==> config.mk <==
export PLATFORM = sky130hd
export DESIGN_NAME = elevator_request_fsm
export DESIGN_NICKNAME = d
export VERILOG_FILES = /design/src/rtl/elevator_request_fsm.sv
export SDC_FILE = /design/constraint.sdc
export NUM_CORES = 1
export LEC_CHECK = 0
export ABC_AREA = 1
export CAP_MARGIN = 0
export CELL_PAD_IN_SITES_DETAIL_PLACEMENT = 1
export CELL_PAD_IN_SITES_GLOBAL_PLACEMENT = 1
export CORE_MARGIN = 2
export CORE_UTILIZATION = 35
export DETAILED_ROUTE_END_ITERATION = 10
export GPL_ROUTABILITY_DRIVEN = 0
export PLACE_DENSITY = 0.8
export SYNTH_ARGS = -nofsm -noshare
export SYNTH_HDL_FRONTEND = slang
export SYNTH_SLANG_ARGS = --single-unit
==> constraint.sdc <==
create_clock -name clk -period 2.7 [get_ports clk]
set_input_delay 0.27 -clock clk [delete_from_list [all_inputs] [get_ports clk]]
set_output_delay 0.27 -clock clk [all_outputs]
set_load 0.02 [all_outputs]
==> src/rtl/elevator_request_fsm.sv <==
// Single-car elevator request scheduler: latches floor calls, sweeps the car up/down
// one floor per TRAVEL_TICKS timer strobes and holds the door for DOOR_TICKS strobes.
module elevator_request_fsm #(
    parameter int unsigned TRAVEL_TICKS = 16,
    parameter int unsigned DOOR_TICKS   = 32
) (
    input  logic       clk,
    input  logic       rst_n,
    input  logic [7:0] call_req,
    input  logic       tick,
    output logic [7:0] destination,
    output logic [1:0] sim_state,
    output logic [2:0] current_floor,
    output logic       door_open
);

    typedef enum logic [1:0] {
        StIdle       = 2'b00,
        StMovingUp   = 2'b01,
        StMovingDown = 2'b10,
        StDoorOpen   = 2'b11
    } state_e;

    localparam logic [7:0] TravelLast = 8'(TRAVEL_TICKS - 1);
    localparam logic [7:0] DoorLast   = 8'(DOOR_TICKS - 1);

    state_e     r_state;
    state_e     w_state_next;
    logic [7:0] r_dest;
    logic [7:0] w_dest_next;
    logic [2:0] r_floor;
    logic [2:0] w_floor_next;
    logic [7:0] r_timer;
    logic [7:0] w_timer_next;
    logic       r_dir_up;
    logic       w_dir_up_next;
    logic       r_door_open;

    logic [7:0] w_req;
    logic [7:0] w_above_mask;
    logic [7:0] w_below_mask;
    logic       w_any_above;
    logic       w_any_below;
    logic [2:0] w_floor_up;
    logic [2:0] w_floor_down;
    logic [7:0] w_clear_mask;

    // Request vector: pending bitmap before this edge plus this cycle's calls.
    always_comb begin
        w_req        = r_dest | call_req;
        w_above_mask = '0;
        w_below_mask = '0;
        for (int i = 0; i < 8; i++) begin
            w_above_mask[i] = (3'(i) > r_floor);
            w_below_mask[i] = (3'(i) < r_floor);
        end
        w_any_above  = |(w_req & w_above_mask);
        w_any_below  = |(w_req & w_below_mask);
        w_floor_up   = r_floor + 3'd1;
        w_floor_down = r_floor - 3'd1;
    end

    always_comb begin
        w_state_next = r_state;
        w_floor_next = r_floor;
        w_timer_next = r_timer;

        unique case (r_state)
            StIdle: begin
                if (w_req[r_floor]) begin
                    w_state_next = StDoorOpen;
                end else if (w_any_above) begin
                    w_state_next = StMovingUp;
                end else if (w_any_below) begin
                    w_state_next = StMovingDown;
                end
            end

            StMovingUp: begin
                if (tick) begin
                    if (r_timer == TravelLast) begin
                        if (r_floor == 3'd7) begin
                            // Blocked at the top floor: never wrap.
                            w_state_next = w_req[r_floor] ? StDoorOpen : StIdle;
                        end else begin
                            w_floor_next = w_floor_up;
                            w_timer_next = '0;
                            if (w_req[w_floor_up]) begin
                                w_state_next = StDoorOpen;
                            end else if (w_floor_up == 3'd7) begin
                                w_state_next = StIdle;
                            end
                        end
                    end else begin
                        w_timer_next = r_timer + 8'd1;
                    end
                end
            end

            StMovingDown: begin
                if (tick) begin
                    if (r_timer == TravelLast) begin
                        if (r_floor == 3'd0) begin
                            w_state_next = w_req[r_floor] ? StDoorOpen : StIdle;
                        end else begin
                            w_floor_next = w_floor_down;
                            w_timer_next = '0;
                            if (w_req[w_floor_down]) begin
                                w_state_next = StDoorOpen;
                            end else if (w_floor_down == 3'd0) begin
                                w_state_next = StIdle;
                            end
                        end
                    end else begin
                        w_timer_next = r_timer + 8'd1;
                    end
                end
            end

            StDoorOpen: begin
                if (call_req[r_floor]) begin
                    // A call at this floor holds the door open.
                    w_timer_next = '0;
                end else if (tick) begin
                    if (r_timer == DoorLast) begin
                        if (r_dir_up && w_any_above) begin
                            w_state_next = StMovingUp;
                        end else if (w_any_below) begin
                            w_state_next = StMovingDown;
                        end else if (w_any_above) begin
                            w_state_next = StMovingUp;
                        end else begin
                            w_state_next = StIdle;
                        end
                    end else begin
                        w_timer_next = r_timer + 8'd1;
                    end
                end
            end

            default: begin
                w_state_next = StIdle;
            end
        endcase

        if (w_state_next != r_state) begin
            w_timer_next = '0;
        end
    end

    always_comb begin
        w_dir_up_next = r_dir_up;
        if (w_state_next == StMovingUp) begin
            w_dir_up_next = 1'b1;
        end else if (w_state_next == StMovingDown) begin
            w_dir_up_next = 1'b0;
        end
    end

    // The served floor is cleared on entry to, during, and on exit from the door phase.
    always_comb begin
        w_clear_mask = '0;
        if (r_state == StDoorOpen || w_state_next == StDoorOpen) begin
            w_clear_mask = 8'b1 << w_floor_next;
        end
        w_dest_next = (r_dest | call_req) & ~w_clear_mask;
    end

    always_ff @(posedge clk or negedge rst_n) begin
        if (!rst_n) begin
            r_state     <= StIdle;
            r_dest      <= '0;
            r_floor     <= '0;
            r_timer     <= '0;
            r_dir_up    <= 1'b1;
            r_door_open <= 1'b0;
        end else begin
            r_state     <= w_state_next;
            r_dest      <= w_dest_next;
            r_floor     <= w_floor_next;
            r_timer     <= w_timer_next;
            r_dir_up    <= w_dir_up_next;
            r_door_open <= (w_state_next == StDoorOpen);
        end
    end

    assign destination   = r_dest;
    assign sim_state     = r_state;
    assign current_floor = r_floor;
    assign door_open     = r_door_open;

endmodule

Yosys cells after proc, flatten, opt, wreduce, memory -nomap -nowiden. Cells that the tools add are included.

Register bits: 23. Input port bits: 11.

$add $sub $neg: 3. $lt $le $gt $ge: 19. Eq/ne operators: 17. Shift-type cells: 1. Muxes and demuxes: 50. Bitwise operators: 5. Reductions and logical operators: 10.

Operator list (number): $mux 8 (11); $mux 2 (19); $and 8x8->8 (3); $pmux 8 s3 (1); $mux 3 (6); $ne 4x4->1 const B (4); $reduce_or 8->1 (2); $bmux 1 s3 (4); $gt 3x3->1 const A (4); $lt 3x3->1 const A (4); $lt 3x4->1 const B (3); $add 8x1->8 const B (1); $eq 2x2->1 const B (4); $eq 8x4->1 const B (1); $eq 8x5->1 const B (1); $not 8->8 (1); $or 8x8->8 (1); $pmux 2 s4 (1); $shl 1x3->8 const A (1); $mux 1 (7); $reduce_and 7->1 (1); $eq 3x3->1 const B (2); $gt 1x3->1 const A (2); $gt 2x3->1 const A (2); other kinds (14) (19).

Logic depth before layout (Yosys ltp). Gate-level depths: netlist of the first run.

Depth in word-level cells: 15. Mapped depth: 20.

Least setup slack after synthesis of the first run. No wires, ideal clock.

Path type: register -> register. From: register r_floor[0], in the netlist current_floor[0]. To: register r_dest[6], in the netlist destination[6]. Library setup time: 135 ps. Arrival: 2366 ps. Path slack: 199 ps. Cell stages (with the launch flop): 19. Path buffers: 1. Clock period less this slack: 2501 ps. Cells stage by stage: dfrtp_1 -> inv_2 -> buf_6 -> ha_1 -> inv_1 -> nand3_1 -> nand3b_1 -> nand2_1 -> nand2_1 -> nand3_1 -> nand2_1 -> nand2_1 -> nand2_1 -> nand2_1 -> inv_1 -> ha_1 -> nor2_1 -> nor2_1 -> a31oi_1.

Longest elaborated chain between the ends: 15. Elaborated cells between the ends (all ways): 69. Classes of those cells: add/sub (2); order compare (16); eq/ne (3); shift (1); mux (37); bitwise (4); reduce/logical (6).

RTL lines: from (decl) (RTL line 31) `logic [2:0] r_floor;`; from (signal assigned) (RTL line 180) `r_floor <= w_floor_next;`; $gt 1x3->1, or another cell as far along (RTL line 54) `w_above_mask[i] = (3'(i) > r_floor);`; $and 8x8->8 (RTL line 57) `w_any_above = |(w_req & w_above_mask);`; $reduce_or 8->1 (RTL line 57); $mux 1 (RTL line 130) `end else if (w_any_above) begin`; $mux 2 (RTL line 128) `end else if (w_any_below) begin`; $mux 2 (RTL line 126) `if (r_dir_up && w_any_above) begin`; $mux 2 (RTL line 125) `if (r_timer == DoorLast) begin`; $mux 2 (RTL line 124) `end else if (tick) begin`; $mux 2 (RTL line 121) `if (call_req[r_floor]) begin`; $pmux 2 s4 (*) (RTL line 68) `unique case (r_state)`; named net w_state_next[0] (RTL line 28) `state_e w_state_next;`; $eq 2x2->1 (*) (RTL line 163) `if (r_state == StDoorOpen || w_state_next == StDoorOpen) begin`; $logic_or 1x1->1 (*) (RTL line 163); $mux 8 (*) (RTL line 163); $not 8->8 (*) (RTL line 166) `w_dest_next = (r_dest | call_req) & ~w_clear_mask;`; $and 8x8->8 (*) (RTL line 166); named net w_dest_next[6] (RTL line 30) `logic [7:0] w_dest_next;`; to (signal assigned) (RTL line 179) `r_dest <= w_dest_next;`; to (decl) (RTL line 29) `logic [7:0] r_dest;`.

The timed path passes the listed nets; every way through them passes the cells marked *. The select of a mux whose other input is x is not followed. A chain may end at the register's enable or synchronous reset.

Worst setup path in the final report of the first run.
From: register r_floor[0], in the netlist current_floor[0]. To: register r_dest[4], in the netlist destination[4].

Elaborated cells between the ends (all ways): 69. Classes of those cells: add/sub (2); order compare (16); eq/ne (3); shift (1); mux (37); bitwise (4); reduce/logical (6).

RTL lines: $lt 1x3->1, or another cell as far along (RTL line 55) `w_below_mask[i] = (3'(i) < r_floor);`; $and 8x8->8, on equally long branches (RTL line 58, 57); $reduce_or 8->1, on equally long branches (RTL line 58, 57); $mux 2 or $logic_and 1x1->1 (tied branches) (RTL line 128, 126); $mux 2 (RTL line 126); $mux 2 (RTL line 125); $mux 2 (RTL line 124); $mux 2 (RTL line 121); $pmux 2 s4 (*) (RTL line 68); named net w_state_next[1] (RTL line 28); $eq 2x2->1 (*) (RTL line 163); $logic_or 1x1->1 (*) (RTL line 163); $mux 8 (*) (RTL line 163); $not 8->8 (*) (RTL line 166); $and 8x8->8 (*) (RTL line 166); named net w_dest_next[4] (RTL line 30).

Marked as above.

==> key figures, run 1 <==
Placed design
  • Port Buffers: 24
  • Pre-CTS setup slack: -0.0210 ns
  • Hpwl dp: 5720 um

Timing
  • Number of setup violations in the final report: 0
  • Final setup margin: 0.131 ns
  • Count of final max-slew check failures: 0
  • Final Skew: 0.0136 ns
  • Slew @ Worst Pin: 0.535 ns
  • Min cycle time layout: 2.57 ns
  • Max Fclk: 0.389 GHz
  • Crit share post-route: 0.951
  • Final TNS setup: 0 ns
  • Rel. slew slack: 0.641
  • Number of failing hold endpoints at the final stage: 0

Detailed routing
  • DR DRC count: 0
  • Routed Antenna Nets: 0
  • DRT Wirelength: 7230 um
  • Initial DRT Pass Iterations: 4
  • DR vias/cell: 5.19
  • WL per Instance: 15.2 um
  • Wire length on met3: 243 um
  • Met2 routed WL: 3430 um
  • Initial drt markers: 90
  • DR vias: 2470
  • Max Used Layer: met4
  • Routed met1 length: 3450 um

Clock tree
  • Root Buffer: clkbuf_8
  • Hold-fix buffers at CTS: 0
  • Clock Tree Buf Depth: 2
  • Cts bufs inserted: 3
  • CTS tree: done
  • Worst-skew pair later-pin latency: 0.27 ns
  • Clk sinks: 23
  • Clock-pin slew on the worst setup and hold paths: 0.10 ns
  • Clock H-tree levels: 1

Floorplan
  • Chip Height: 82.5 um
  • FP Rows: 28
  • Die area: 0.00681 mm2
  • IO Pins: 25
  • Die width: 82.5 um
  • Core Area: 0.00596 mm2
  • Initial core utilization: 0.362

Layout
  • Final #Nets: 427
  • Antenna cell count: 0
  • Footprint of the multi-input gates: 0.00142 mm2
  • Syn-to-layout area delta: 28.2%
  • Fillers: 812
  • Layout cell share with drive strength beyond 1: 0.175
  • Reg area: 579 um2

Power and ir drop
  • Pwr/cell area: 242 mW/mm2
  • Peak supply drop: 0.000188 V
  • Static leakage: 1.36 nW

Global route
  • Initial antenna violation count: 0
  • Vias in the first global route: 2513
  • First-pass GRT wire length: 11500 um
  • Largest net degree at the start of global routing: 24
  • Overflow after GRT: 0
  • Gr usage total: 0.218

Setup path
  • Buf/Inv on CP: 3
  • Critical-path cell list: buf_4 > ha_1 > inv_1 > ha_1 > nand3b_1 > nand2_1 > nand2_1 > nand3_1 > nand2_1 > nand2_1 > nand2_1 > nand2_2 > inv_1 > ha_2 > nor2_4 > nor2_4 > a21oi_1
  • Crit path launch type: register
  • CP required: 2.90 ns
  • CP Data Arrival Time: 2.77 ns
  • Crit path kind: reg2reg
  • Critical path's most frequent cell: nand2_1
  • Worst path slowest cell: dfrtp_2
  • Worst setup EP type: register
  • Crit Path Max Fanout: 4
  • CP max stage delay: 0.45 ns
  • Worst path top cell family by delay: simple AND/OR/NAND/NOR gates

Yosys
  • Cell area after synthesis: 0.00216 mm2
  • Syn Inst Count: 350
  • Net Count, Synth: 375
  • Synth warn: 0
  • Synth unique cells: 30
  • #FFs+latches synth: 23
  • Seq/Total Area, Yosys: 0.267
  • Syn Area/Cell: 6.17 um2

Min path
  • Type of the tightest min-delay check: in2async

Outcome
  • Outcome: completed

Job
  • Maxcap violations: 0
synth_stat cells:
| cell type | count | area (um2) |
|---|---|---|
| dfstp_2 | 1 | 26.3 |
| o211ai_1 | 1 | 7.51 |
| inv_1 | 43 | 161 |
| buf_4 | 1 | 7.51 |
| nor3_1 | 1 | 5.00 |
| ha_1 | 14 | 175 |
| xnor2_1 | 1 | 8.76 |
| a21oi_1 | 21 | 105 |
| nand2_1 | 115 | 432 |
| nor2_1 | 42 | 158 |
| nor2_2 | 3 | 18.8 |
| o21ai_2 | 1 | 8.76 |
| nand3_1 | 35 | 175 |
| inv_4 | 1 | 6.26 |
| a211oi_2 | 1 | 12.5 |
| nor3_2 | 2 | 20.0 |
| o21ai_0 | 16 | 80.1 |
| nor2_4 | 1 | 11.3 |
| a31oi_1 | 1 | 6.26 |
| nand3_2 | 1 | 10.0 |
| a22oi_1 | 1 | 7.51 |
| nand3b_1 | 2 | 15.0 |
| dfrtp_1 | 22 | 551 |
| inv_2 | 5 | 18.8 |
| buf_6 | 3 | 33.8 |
| o21ai_1 | 4 | 20.0 |
| nand4_1 | 1 | 6.26 |
| a21boi_0 | 1 | 7.51 |
| nand2_2 | 6 | 37.5 |
| xor2_1 | 3 | 26.3 |
cells in the final DEF (no fill, tap or decap), types with 3 or more instances in the layout:
master and instances:
a21oi_1 16, a21oi_2 5, buf_4 27, clkbuf_8 3
clkdlybuf4s50_1 24, dfrtp_1 20, ha_1 12, inv_1 42
inv_2 5, nand2_1 113, nand2_2 8, nand3_1 35
nor2_1 37, nor2_2 5, nor2_4 4, o21ai_0 16
o21ai_1 4, xor2_1 3
cell type report:
cell class | count | share of cell area
tap | 75 | 0.0339
inverter | 49 | 0.0683
multi-input combinational | 274 | 0.512
clock buffer | 4 | 0.0163
timing repair buffer | 51 | 0.160
sequential | 23 | 0.209
worst paths after layout:
check,startpoint,depth (start not counted),endpoint,slack (ns)
setup / recovery,current_floor[0]$_DFF_PN0_,17,destination[4]$_DFF_PN0_,0.13
hold / removal,rst_n,2,destination[3]$_DFF_PN0_,0.35
setup reg to reg,current_floor[0]$_DFF_PN0_,17,destination[4]$_DFF_PN0_,0.13
hold reg to reg,r_dir_up$_DFFE_PN1P_,2,r_dir_up$_DFFE_PN1P_,0.54
max in group asynchronous,rst_n,2,r_dir_up$_DFFE_PN1P_,2.03
min in group clk,r_dir_up$_DFFE_PN1P_,2,r_dir_up$_DFFE_PN1P_,0.54
flip-flops by register name, indices dropped and copies added (netlist names):
signal         flops
destination        8
r_timer            8
sim_state          2
door_open          1
current_floor      3
r_dir_up           1
layer usage:
layer,up-vias,GRT usage
met1,1208,0.297
met4,0,0.0656
met2,47,0.373
met3,8,0.00978
li1,1207,-
met5,-,0
repair_timing:
item | 4_1_cts | 5_1_grt
pin swaps | 0 | 4
endpoints found under the setup margin | 5 | 9
buffers inserted | 0 | 4
gates resized for setup | 2 | 20
power breakdown:
part           internal (W)  leakage (nW)  switching, W
registers          0.000356         0.260     0.0000131
logic             0.0000328          1.08     0.0000421
clock network      0.000105        0.0228      0.000120
total              0.000494          1.36      0.000175
kinds of logic (layout without fill, tap and decap cells):
group / count (synthesis) / in the layout / share of synthesized area
xor gates and xnor gates: 4 / 4 / 0.0162
adders and majority gates: 14 / 14 / 0.0812
DFF: 23 / 23 / 0.267
and+or+nand+nor: 209 / 209 / 0.412
buffers and inverters: 53 / 104 / 0.106
AOI/OAI and AO/OA: 47 / 47 / 0.118
stage by stage:
stage	utilization	cells	power (W)	area (um2)	hold slack, ns
after global routing	0.465	476	0.000698	2770	0.408
after detailed placement	0.441	468	0.000450	2620	0.525
after global placement	0.441	468	0.000446	2620	0.512
after floorplan	-	350	0.000409	2160	-0.0256
final	0.465	476	0.000669	2770	0.354
after CTS	0.450	472	0.000676	2680	0.369
No activity file was read; power rests on OpenSTA's default activity.
==> inputs of run 2 (changes only) <==
- ABC_CLOCK_PERIOD_IN_PS: default -> 2700
==> results of run 2 <==
The final DEF is identical to that of run 1; final timing and power are the same.
==> RTL edit: new RTL, config.mk and constraints of run 2 <==
`TRAVEL_TICKS`: 16 -> 12.
--- a/src/rtl/elevator_request_fsm.sv
+++ b/src/rtl/elevator_request_fsm.sv
@@ -1,7 +1,7 @@
 // Single-car elevator request scheduler: latches floor calls, sweeps the car up/down
 // one floor per TRAVEL_TICKS timer strobes and holds the door for DOOR_TICKS strobes.
 module elevator_request_fsm #(
-    parameter int unsigned TRAVEL_TICKS = 16,
+    parameter int unsigned TRAVEL_TICKS = 12,
     parameter int unsigned DOOR_TICKS   = 32
 ) (
     input  logic       clk,
Formal check against the unedited RTL: same outputs for any inputs over 10 cycles, from zero or initial values and one cycle with rst_n low; that may be too few to reach the edited logic, so the function may still have changed.
==> RTL edit against run 2 <==
Combinational power rose by 5.6%; total power down 0.25%; setup slack improved by 0.048 ns; area after synthesis grew 5.6%; clock power is 2% lower; sequential share of layout area about the same; sequential cell count unchanged; clock skew decreased by 0.012 ns; first-iteration DRC count rose by 43%; cell area increased by 0.41%; wire length is 6.4% lower; global-route usage is 2.2 points lower; maximum frequency up 1.9%; critical path type unchanged; critical endpoint is now destination[6]; highest routed layer unchanged.
==> RTL edit: results (changes against run 2) <==
Global route
  – First-pass GRT wire length: 11,480 um (-0.54%)
  – GRT Util Overall: 19.65% (-2.2 points)
  – GRT met1 Usage: 28.57% (-1.2 points)
  – GR Util met3: 1.180% (+0.20 points)
  – M2 GR Usage: 32.28% (-5.1 points)
  – Number of global-route vias before repair: 2,459 (-2.1%)

Cells and area
  – Design area: 2779 sq um (+0.41%)
  – Multi-input logic area: 1495 sq um (+5.5%)
  – # nets final: 412 (-3.5%)
  – Layout area overhead: 21.97%
  – Fill cell count: 867 (+6.8%)
  – Logic inverters: 57 (+16%)
  – Layout cells sized above 1: 19.69% (+2.2 points)
  – Multi-input comb cells: 265 (-3.3%)

Synth
  – Synthesized area per cell: 6.510 sq um (+5.6%)
  – Multiplexer area fraction after synthesis: 0.4393% (+0.44 points)
  – Top post-synthesis cells by area: dfrtp_1 24%, nand2_1 15%, inv_1 8.1%
  – Post-synthesis sequential area ratio: 25.32% (-1.4 points)
  – Synth top cells by count: 90 x nand2_1, 49 x inv_1, 36 x nand3_1, 31 x nor2_1, 22 x dfrtp_1
  – Synth Area in Compound Gates: 12.19% (+0.37 points)
  – Post-synthesis xor/xnor area fraction: 1.538% (-0.086 points)
  – Post-Synth Adder-Cell Area: 7.688% (-0.43 points)

Detailed routing
  – Met3 wire len: 141 um (-42%)
  – Vias post-DR: 2,366 (-4.2%)
  – Final WL: 6764 um (-6.4%)
  – WL met1: 3407 um (-1.2%)
  – Routed wl met2: 3166 um (-7.7%)

Critical path
  – WP data arrival: 2.72 ns (-0.05 ns)
  – FF-to-FF path depth: 19 (+2)
  – CP peak stage delay: 0.48 ns (+0.03 ns)
  – CP Max Fanout: 8 (+4)

Clock network
  – Clock Pin Slew Worst Setup and Hold Paths: 0.08 ns (-0.02 ns)

Timing
  – Clock Skew: 0.002011 ns (-0.01154 ns)
  – Slew @ Worst Pin: 0.3438 ns (-0.1911 ns)

Place
  – DP Worst Slack: -0.05111 ns (-0.03006 ns)
  – DP HPWL: 5568 um (-2.7%)

Status
  – Status: finished clean
## RTL edit: changes by cell type in the layout (fill, tap and decap cells not counted), sizes merged, moves of 2 or more
cell    before  now
nand2      121  103
buf         27   13
inv         49   55
a21oi       21   18
nand3       36   39
o21ai       21   24
clkinv       0    2
## RTL edit: worst max-delay path by stage
stage	cells after the start	endpoint	slack [ns]	from
2_1_floorplan	19	destination[1]	0.15	current_floor[0]
3_3_place_gp	18	destination[4]	0.08	current_floor[0]
3_5_place_dp	18	destination[3]	-0.05	current_floor[0]
4_1_cts	18	destination[3]	0.003	current_floor[0]
5_1_grt	17	destination[1]	-0.0009	current_floor[0]
6_report	19	destination[6]	0.18	current_floor[0]
## RTL edit: power by group
part | internal, mW | switching [mW] | total [mW] | leakage [nW]
Sequential | 0.355 | 0.0114 | 0.366 | 0.258
Clock | 0.106 | 0.117 | 0.222 | 0.0228
Combinational | 0.0354 | 0.0437 | 0.0791 | 1.05
Total | 0.496 | 0.172 | 0.667 | 1.33
